--- config.mk ---
export PLATFORM = sky130hd
export DESIGN_NAME = fp_result_wb
export DESIGN_NICKNAME = d
export VERILOG_FILES = /design/src/rtl/fpu_pkg.sv /design/src/rtl/fpu_fifo.sv /design/src/rtl/fp_result_wb.sv
export SDC_FILE = /design/constraint.sdc
export NUM_CORES = 1
export LEC_CHECK = 0
export ABC_CLOCK_PERIOD_IN_PS = 3160
export BUFFER_PORTS_ARGS = -buffer_cell sky130_fd_sc_hd__buf_4
export CAP_MARGIN = 30
export CORE_MARGIN = 3
export CORE_UTILIZATION = 41
export DETAILED_ROUTE_END_ITERATION = 8
export SYNTH_ARGS = -nofsm -noshare
export SYNTH_HDL_FRONTEND = slang
export SYNTH_HIERARCHICAL = 1
export SYNTH_SLANG_ARGS = --single-unit
--- constraint.sdc ---
create_clock -name clk -period 3.16 [get_ports clk]
set_input_delay 0 -clock clk [delete_from_list [all_inputs] [get_ports clk]]
set_output_delay 0 -clock clk [all_outputs]
set_load 0.01 [all_outputs]
--- src/rtl/fpu_pkg.sv ---
// Shared FP-unit types: result type encoding, exception flag layout and the
// register-file normalisation helper used at writeback.
package fpu_pkg;

  typedef enum logic [1:0] {
    FP32   = 2'b00,
    FP64   = 2'b01,
    INT32  = 2'b10,
    UINT32 = 2'b11
  } fp_type_e;

  localparam int FLAG_NV = 3;
  localparam int FLAG_OF = 2;
  localparam int FLAG_UF = 1;
  localparam int FLAG_NX = 0;

  typedef struct packed {
    logic nv;
    logic of;
    logic uf;
    logic nx;
  } fp_flags_t;

  localparam logic [31:0] NANBOX_HI = 32'hFFFF_FFFF;

  // Widen a raw converter result into its 64-bit register-file image.
  function automatic logic [63:0] normalise(input fp_type_e t, input logic [63:0] r);
    logic [63:0] v;
    case (t)
      FP32:    v = {NANBOX_HI, r[31:0]};
      INT32:   v = {{32{r[31]}}, r[31:0]};
      UINT32:  v = {32'h0000_0000, r[31:0]};
      default: v = r;
    endcase
    return v;
  endfunction

endpackage

--- src/rtl/fpu_fifo.sv ---
// Generic synchronous FIFO with flush; rdata reads 0 while empty.
// DEPTH must be a power of two so the pointers wrap naturally.
module fpu_fifo #(
  parameter int WIDTH = 8,
  parameter int DEPTH = 4
) (
  input  logic                       clk,
  input  logic                       rst,
  input  logic                       flush,
  input  logic                       push,
  input  logic                       pop,
  input  logic [WIDTH-1:0]           wdata,
  output logic [WIDTH-1:0]           rdata,
  output logic [$clog2(DEPTH+1)-1:0] count,
  output logic                       empty,
  output logic                       full
);

  localparam int AW = $clog2(DEPTH);
  localparam int CW = $clog2(DEPTH+1);

  logic [WIDTH-1:0] mem [DEPTH];
  logic [AW-1:0]    wr_ptr;
  logic [AW-1:0]    rd_ptr;
  logic             do_push;
  logic             do_pop;

  assign do_push = push & ~full & ~flush;
  assign do_pop  = pop & ~empty & ~flush;

  always_ff @(posedge clk) begin
    if (rst || flush) begin
      wr_ptr <= '0;
      rd_ptr <= '0;
      count  <= '0;
    end else begin
      if (do_push) wr_ptr <= wr_ptr + AW'(1);
      if (do_pop)  rd_ptr <= rd_ptr + AW'(1);
      case ({do_push, do_pop})
        2'b10:   count <= count + CW'(1);
        2'b01:   count <= count - CW'(1);
        default: count <= count;
      endcase
    end
  end

  // Storage needs no reset: reads are masked until an entry is written.
  always_ff @(posedge clk) begin
    if (do_push && !rst) mem[wr_ptr] <= wdata;
  end

  assign empty = (count == '0);
  assign full  = (count == CW'(DEPTH));
  assign rdata = empty ? '0 : mem[rd_ptr];

endmodule

--- src/rtl/fp_result_wb.sv ---
// FP result writeback: normalise, queue in order, retire to the register file
// and accumulate sticky fflags. Optional trap output under FPWB_TRAP_EN.
module fp_result_wb
  import fpu_pkg::*;
#(
  parameter int DEPTH = 4,
  parameter int TAG_W = 5
) (
  input  logic                       clk,
  input  logic                       rst,
  input  logic                       flush,
  input  logic                       in_valid,
  output logic                       in_ready,
  input  logic [63:0]                in_result,
  input  logic [3:0]                 in_flags,
  input  logic [1:0]                 in_out_type,
  input  logic [TAG_W-1:0]           in_tag,
  output logic                       out_valid,
  input  logic                       out_ready,
  output logic [63:0]                out_result,
  output logic [3:0]                 out_flags,
  output logic [TAG_W-1:0]           out_tag,
  output logic [$clog2(DEPTH+1)-1:0] count,
  output logic [3:0]                 fflags,
  input  logic                       fflags_clr,
  input  logic                       fflags_wr,
  input  logic [3:0]                 fflags_wdata
`ifdef FPWB_TRAP_EN
  ,
  input  logic [3:0]                 trap_mask,
  output logic                       trap
`endif
);

  localparam int EW = TAG_W + 4 + 64;

  // Handshake: a transfer happens on a rising edge where valid and ready are
  // both high and flush is low; valid never waits on ready, and in_ready
  // depends only on registered occupancy.
  logic          push;
  logic          pop;
  logic          empty;
  logic          full;
  logic [EW-1:0] wdata;
  logic [EW-1:0] rdata;
  fp_flags_t     head_flags;
  fp_flags_t     fflags_q;
  fp_flags_t     fflags_base;

  assign in_ready  = ~full;
  assign out_valid = ~empty;
  assign push      = in_valid & in_ready & ~flush;
  assign pop       = out_valid & out_ready & ~flush;

  assign wdata = {in_tag, in_flags, normalise(fp_type_e'(in_out_type), in_result)};

  fpu_fifo #(
    .WIDTH (EW),
    .DEPTH (DEPTH)
  ) u_fifo (
    .clk   (clk),
    .rst   (rst),
    .flush (flush),
    .push  (push),
    .pop   (pop),
    .wdata (wdata),
    .rdata (rdata),
    .count (count),
    .empty (empty),
    .full  (full)
  );

  assign out_result = rdata[63:0];
  assign out_flags  = rdata[67:64];
  assign out_tag    = rdata[EW-1:68];
  assign head_flags = fp_flags_t'(out_flags);

  // Software write beats clear; retiring flags are OR-ed in regardless.
  always_comb begin
    fflags_base = fflags_q;
    if (fflags_wr)       fflags_base = fp_flags_t'(fflags_wdata);
    else if (fflags_clr) fflags_base = '0;
  end

  always_ff @(posedge clk) begin
    if (rst) fflags_q <= '0;
    else     fflags_q <= fflags_base | (pop ? head_flags : fp_flags_t'(4'b0000));
  end

  assign fflags = fflags_q;

`ifdef FPWB_TRAP_EN
  always_ff @(posedge clk) begin
    if (rst || flush) trap <= 1'b0;
    else              trap <= pop && ((out_flags & trap_mask) != 4'b0000);
  end
`endif

endmodule

After elaboration in Yosys (flattened, before gate mapping)
Memory sizes are Yosys's and may differ from the RTL's. A register that Yosys moved wholly into a read port is not among the register bits.
Index checks and enable logic that the tools add are counted.
{"block": "op_classes", "n_addsub": 4, "n_eq_ne": 5, "muxes": 10, "n_bitwise": 12, "n_reduce_logical": 6}
{"cell": "$pmux 64 s3", "n": 1}
{"cell": "$mux 73", "n": 1}
{"cell": "$mux 4", "n": 3}
{"cell": "$and 1x1->1", "n": 8}
{"cell": "$eq 2x2->1 const B", "n": 3}
{"cell": "$pmux 3 s2", "n": 1}
{"cell": "$add 2x1->2 const B", "n": 2}
{"cell": "$mux 2", "n": 2}
{"cell": "$or 4x4->4", "n": 1}
{"cell": "$add 3x1->3 const B", "n": 1}
{"cell": "$eq 3x3->1 const B", "n": 1}
{"cell": "$logic_not 3->1", "n": 1}
{"cell": "$not 1->1", "n": 3}
{"cell": "$sub 3x1->3 const B", "n": 1}
{"cell": "$eq 2x1->1 const B", "n": 1}
{"cell": "$logic_not 2->1", "n": 1}
{"cell": "$mux 1", "n": 2}
{"cell": "$reduce_bool 2->1", "n": 1}
{"cell": "$logic_and 1x1->1", "n": 1}
{"cell": "$logic_not 1->1", "n": 1}
{"cell": "$logic_or 1x1->1", "n": 1}
{"block": "word_totals", "regBits": 11, "ram_bits": 292, "wordCells": 45, "memories": 1}
{"name": "u_fifo.mem", "words": 4, "width": 73, "read_ports": 1, "rd_clocked_by_memory_dff": 1, "write_ports": 1, "line": "fpu_fifo.sv:22", "source": "logic [WIDTH-1:0] mem [DEPTH];"}

Logic depth before layout (Yosys ltp)
Gate-level depths: netlist (run 1).
{"block": "logic_depth", "depth_word": 9, "depth_mapped": 11, "mapped_depth_nobuf": 11}

Hierarchy
Netlist (run 1), hierarchy kept.
{"module": "fpu_fifo", "instances": 1, "cells_per_inst": 517, "area_each_um2": 11526.1}
{"module": "fp_result_wb", "instances": 1, "cells_per_inst": 95, "area_each_um2": 822.0}

Worst setup path before layout (run 1)
Ideal clock, no wire load.
{"block": "synth_timing", "kind": "flip-flop to flip-flop", "start": "reg u_fifo.count[0]", "end": "mem u_fifo/mem[0][0] (netlist name), enable pin", "setup_time_ps": 439, "arrival_time_ps": 3039, "setup_slack_ps": -318, "path_stages_with_launch": 6, "n_path_buf": 0, "synth_period_minus_slack_ps": 3478, "cell_sequence": "dfxtp_1 or3b_1 inv_1 nor3b_1 and2_4 and3_1"}
{"block": "synth_between", "elab_chain_len": 9}
{"item": "from (decl)", "line": "fpu_fifo.sv:14", "source": "output logic [$clog2(DEPTH+1)-1:0] count,"}
{"item": "from (signal assigned)", "line": "fpu_fifo.sv:40", "source": "2'b10: count <= count + CW'(1);"}
{"item": "from (signal assigned)", "line": "fpu_fifo.sv:41", "source": "2'b01: count <= count - CW'(1);"}
{"item": "from (signal assigned)", "line": "fpu_fifo.sv:42", "source": "default: count <= count;"}
{"item": "$eq 3x3->1", "line": "fpu_fifo.sv:53", "source": "assign full = (count == CW'(DEPTH));"}
{"item": "net full", "line": "fp_result_wb.sv:43", "source": "logic full;"}
{"item": "$not 1->1", "line": "fp_result_wb.sv:50", "source": "assign in_ready = ~full;"}
{"item": "$and 1x1->1 (2 in series)", "line": "fp_result_wb.sv:52", "source": "assign push = in_valid & in_ready & ~flush;"}
{"item": "net push", "line": "fp_result_wb.sv:40", "source": "logic push;"}
{"item": "$and 1x1->1 (2 in series)", "line": "fpu_fifo.sv:28", "source": "assign do_push = push & ~full & ~flush;"}
{"item": "$logic_and 1x1->1", "line": "fpu_fifo.sv:49", "source": "if (do_push && !rst) mem[wr_ptr] <= wdata;"}
{"item": "$mux 1", "line": "fpu_fifo.sv:49"}
{"item": "$mux 1 (implied by the code)", "line": "fpu_fifo.sv:49"}
{"item": "to (decl)", "line": "fpu_fifo.sv:22"}
The timed path passes the listed nets, and every way through them passes these cells.

==> metrics, run 1 <==
post-synthesis compound-gate area fraction 3.88%; via/cell ratio between 5 and 6; post-route ant nets 0; WP buf/inv 1; I/O Buffers ~170; critical path class flop to flop; static leakage 0.00558 uW; Max Root-Sink Buffers 3; io pins 168; crit path capture type flop; initial antenna violation count 2; Post-Synth Adder-Cell Area 0.669%; maxcap violations 0; DRT Pass-1 Iters 6; clock net sink count 305; Hold Crit Class input port to flop; CP max stage delay 840 ps; multiplexer area fraction after synthesis 13.3%; Slew headroom 38.5%; CTS tree yes; number of global-route vias before repair roughly 7200; clock latency on the worst-skew pair 550 ps; sequential area share after synthesis about three quarters; Worst path top cell family by delay flip-flops; Routed WL 26900 um; share of cells above drive strength 1 37.7%; Tot GR Track Use between 15 and 20%; minimum clock period 2690 ps; grt ovf 0; wire per inst 20.8 um; RSZ-0062 raised after global routing false; number of DRC markers in iteration 0 about 710; Core Util, Final 54.7%; post-cts resize count 0; Worst Path Required 3590 ps; largest net degree at the start of global routing 78; Post-Syn Instances 612; Die H 180 um; Die ar. 32200 um2; Critical Path Fanout Max 33; worst-margin pin slew 923 ps; Post-Layout Inst Area ~16000 um2; syn avg cell area around 20 um2; ranking of synthesized cells by area edfxtp_1 (71%), mux4_2 (13%), nor2b_1 (3.4%), o22ai_2 (3.0%), dfxtp_1 (2.1%); list of most frequent post-synthesis cells edfxtp_1 (292), mux4_2 (73), nor2b_1 (68); final setup TNS 0 ps; largest family of logic cells by synthesized area multiplexers; Fin. Hold Viols 0; xor/xnor share of the synthesized area 0.213%; core area 29200 um2; final slew viol count 0; Synth Warn # 6; FP Rows just over 60; Worst EP arrival around 3100 ps; Layout Nets 970; H-tree Lvls 1; via count around 6700; placed insts 1140; Peak VDD IR 0.000409 V; EDFF count, synth 292; Initial Util 42.3%; DIE WIDTH 180 um; most instantiated library cell after synthesis edfxtp_1; Layout Cells excl Fill 1289; area share of the largest cell type after synthesis 71.0%; Clock Skew 12.1 ps; worst-path cell chain mux4_2 > nor2b_1 > a221o_1 > dlygate4sd3_1; simple-gate area share of the yosys netlist 5.53%; Worst-path clk slew 60 ps; Mapped Nets 704; dpl cell area 14100 um2; Synth cell types 39; Area Growth Syn to Fin 29.3%; PD cells 531 nW/um2; biggest area consumer among synthesized cells edfxtp_1; async set or reset register ratio after synthesis 0%; first-pass GRT wire length 42100 um; status finished, final reports clean; register bit total from synthesis 305; startpoint types flop; routability congestion estimate from global placement roughly 0.73; CTS Buf Count 31; number of setup buffers added after CTS 0; hpwl dp 16200 um; drt drc 0; Crit-path slowest cell dfxtp_4; clk root buf clkbuf_16; most used flip-flop cell after synthesis edfxtp_1; final setup violation count 0; fmax approximately 0.37 GHz; Final Cycle Share 85.3%; mapped cell area 12300 um2
## placed cells by master, fill, tap and decap left out, drive strengths merged, types with 3 or more instances in the layout
cell type	instances
dlygate4sd3	89
o22ai	32
and2b	5
edfxtp	292
dfxtp	13
nor2b	69
xor2	3
clkinv	17
and3	4
buf	180
and3b	4
a21oi	4
nor2	7
a221o	3
clkbuf	35
bufinv	4
mux4	73
ha	5
inv	41
## metrics by stage
stage / hold slack [ps] / total power [uW] / worst slack (ps)
floorplan: 98.9 / 4710 / 489
global placement: 205 / 4880 / 644
detailed placement: 209 / 4900 / 530
CTS: 3.89 / 8560 / 429
global route: 59.1 / 8760 / 315
finish: 22.7 / 8480 / 465
## registers in the layout (all words and copies together), names as in the netlist, named ones only
signal,cells
u_fifo/mem,292
fflags,4
u_fifo/count,3
u_fifo/rd_ptr,2
u_fifo/wr_ptr,2
## metal layers
| metal | vias up | track usage (%) | share of wire [%] |
|---|---|---|---|
| met5 | - | 0 | 0 |
| met2 | 233 | 26.3 | 48 |
| met1 | 3422 | 23.7 | 45 |
| li1 | 2961 | - | - |
| met3 | 34 | 2.97 | 6.0 |
| met4 | 0 | 3.40 | 1.6 |
## worst min-delay path, delay by kind of cell
kind	cells	cell delay, ps
simple gates	2	210
buf+inv	1	120
compound gates	1	100
xor+xnor	1	90
## cell families (layout without fill, tap and decap cells)
group | after synthesis | in the layout
fa+ha+maj | 6 | 6
simple gates | 104 | 104
xor+xnor | 3 | 3
mux | 73 | 73
buf+inv | 76 | 367
flops | 305 | 305
compound gates | 45 | 45
other cells | 0 | 2
## where the power goes
part,total (uW),internal (uW),switching (uW)
logic,422,223,199
registers,4470,4470,7.59
clock network,3580,2120,1470
total,8480,6810,1670
## path summary, 6_finish.rpt
path | startpoint | endpoint | slack (ps) | cells after the start
setup / recovery | flop | fflags[0] | 470 | 4
hold / removal | out_ready | flop | 20 | 5
setup reg to reg | flop | fflags[0] | 470 | 4
hold reg to reg | u_fifo/rd_ptr[1] | flop | 490 | 2
## repair_timing
item	4_1_cts	5_1_grt
setup endpoints to repair	0	0
hold buffers	89	0
hold endpoints to repair	305	0
## final cells by class
type,instances,area (um2)
multi-input combinational,231,2940
timing repair buffer,269,2340
fill,2313,13200
inverter,40,150
tap,384,480
antenna,2,5.00
clock inverter,23,219
clock buffer,35,791
sequential,305,9040
Note: power is estimated with default switching activity, not from simulation.
==> run 2, diff against run 1 <==
--- a/config.mk
+++ b/config.mk
@@ -11,6 +11,7 @@
 export CORE_MARGIN = 3
 export CORE_UTILIZATION = 41
 export DETAILED_ROUTE_END_ITERATION = 8
+export PLACE_DENSITY = 0.66
 export SYNTH_ARGS = -nofsm -noshare
 export SYNTH_HDL_FRONTEND = slang
 export SYNTH_HIERARCHICAL = 1
==> metrics, run 2 (synthesized netlist as in run 1, its figures left out) <==
first-pass GRT wire length 40500 um (was 42100 um); initial antenna violation count 0 (was 2); Die H 180 um (unchanged); maxcap violations 0 (unchanged); Initial Util 42.3% (unchanged); Power Total 8250 uW (was 8480 uW); DRT Pass-1 Iters 5 (was 6); final slew viol count 0 (unchanged); CTS tree yes (unchanged); critical path class flop to flop (unchanged); Peak VDD IR 0.000596 V (was 0.000409 V); Worst EP arrival 3080 ps (was 3120 ps); static leakage 0.00557 uW (was 0.00558 uW); core area 29200 um2 (unchanged); number of setup buffers added after CTS 0 (unchanged); worst setup path startpoint u_fifo/count[2]; H-tree Lvls 1 (unchanged); Routed WL 26000 um (was 26900 um); max reg flops 292 (unchanged); Reg2Reg Depth 11 (was 4); PD cells 517 nW/um2 (was 531 nW/um2); largest net degree at the start of global routing 78 (unchanged); wire per inst 20.1 um (was 20.8 um); Clock Skew 8.34 ps (was 12.1 ps); Final Cycle Share 82.7% (was 85.3%); CTS Buf Count 31 (unchanged); Critical Path Fanout Max 6 (was 33); number of global-route vias before repair 6945 (was 7194); Area Growth Syn to Fin 29.2% (was 29.3%); status finished, final reports clean (unchanged); Ant. Diodes 0 (was 2); Hold Crit Class input port to flop (unchanged); minimum clock period 2610 ps (was 2690 ps); CP Capture Point u_fifo/count[2] (was fflags[0]); RSZ-0062 raised after global routing false (unchanged); Layout Nets 976 (was 970); final setup TNS 0 ps (unchanged); clk root buf clkbuf_16 (unchanged); Max Root-Sink Buffers 3 (unchanged); clock net sink count 305 (unchanged); number of DRC markers in iteration 0 382 (was 711); Worst Path Required 3630 ps (was 3590 ps); Layout Cells excl Fill 1291 (was 1289); Fin. Hold Viols 0 (unchanged); DIE WIDTH 180 um (unchanged); Reg-to-Reg Start u_fifo/count[2]; final setup violation count 0 (unchanged); drt drc 0 (unchanged); Worst R2R Setup Slack 550 ps (was 470 ps); share of cells above drive strength 1 37.5% (was 37.7%); via/cell ratio 5.04 (was 5.16); Die ar. 32200 um2 (unchanged); most frequent cells in the layout edfxtp_1 (292), buf_4 (176), dlygate4sd3_1 (90) (was edfxtp_1 (292), buf_4 (172), dlygate4sd3_1 (89)); worst-margin pin slew 921 ps (was 923 ps); FP Rows 62 (unchanged); startpoint types flop (unchanged); routability congestion estimate from global placement 0.727 (was 0.730); Worst-path clk slew 60 ps (about the same); Crit Reg-Reg Endpoint u_fifo/count[2] (was fflags[0]); Fill cells 2294 (was 2313); hpwl dp 16000 um (was 16200 um); Slew headroom 38.6% (was 38.5%); crit path capture type flop (unchanged); io pins 168 (unchanged); Tot GR Track Use 15.8% (was 16.3%); clock latency on the worst-skew pair 540 ps (was 550 ps); Reg with most FFs u_fifo/mem (unchanged); via count 6508 (was 6650); fmax 0.383 GHz (was 0.371 GHz); post-route ant nets 0 (unchanged); I/O Buffers 167 (unchanged); grt ovf 0 (unchanged); placed insts 1145 (was 1140); most common cell after layout, fill and taps aside edfxtp_1 (unchanged)
==> run 2: cell count changes in the layout (fill, tap and decap cells not counted), moves of 2 or more <==
| cell | change |
|---|---|
| buf_4 | +4 |
| clkbuf_1 | +3 |
| bufinv_16 | -2 |
| clkinv_4 | -2 |
| diode_2 | -2 |
==> run 2: cell type report <==
type	count	area (um2)	share of cell area, %
timing repair buffer	275	2400	15.1
sequential	305	9040	56.7
inverter	40	150	0.941
clock inverter	18	135	0.847
clock buffer	38	802	5.03
tap	384	480	3.01
multi-input combinational	231	2940	18.4
==> run 2: through the flow <==
stage | area [um2] | utilization (%) | setup slack [ps] | hold slack [ps]
floorplan | 12400 | - | 489 | 98.9
global placement | 14100 | 48.4 | 625 | 203
detailed placement | 14100 | 48.4 | 571 | 208
CTS | 15900 | 54.7 | 568 | 88.0
global route | 15900 | 54.7 | 415 | 121
finish | 15900 | 54.7 | 547 | 107
==> run 2: repair_timing <==
| action | 4_1_cts | 5_1_grt |
|---|---|---|
| hold buffers | 90 | 0 |
| hold endpoints to repair | 305 | 0 |
| resized for setup | 0 | 0 |
==> run 2: how the worst min path moves through the flow <==
stage / end / slack (ps) / depth (start not counted) / startpoint
3_5_place_dp: u_fifo/mem[2][11] / 210 / 1 / in_result[11]
2_1_floorplan: u_fifo/mem[0][0] / 100 / 0 / in_result[0]
4_1_cts: u_fifo/mem[2][36] / 90 / 2 / in_out_type[0]
5_1_grt: u_fifo/mem[3][46] / 120 / 2 / in_out_type[0]
3_3_place_gp: u_fifo/mem[0][11] / 200 / 1 / in_result[11]
6_report: u_fifo/mem[2][63] / 110 / 2 / in_out_type[0]
==> run 2: power by group <==
group	internal (uW)	switching, uW
combinational	226	197
sequential	4470	7.50
clock	1950	1410
total	6640	1610
==> run 2: critical path: stages, from the launching register on <==
cell and delay, ps:
dfxtp_1 450, or3b_1 460, inv_1 100, nor3b_1 70, and2_4 160, nand2b_1 70, ha_1 180, inv_1 60
fa_1 370, xor2_1 170, or3_1 310, a21oi_1 140
==> run 2: routing by layer <==
metal	track usage [%]	routed length [um]	vias to the layer above
met4	2.85	423	0
li1	-	-	2964
met5	0	0	-
met3	2.57	1490	30
met1	21.8	11100	3285
met2	27.1	12900	229
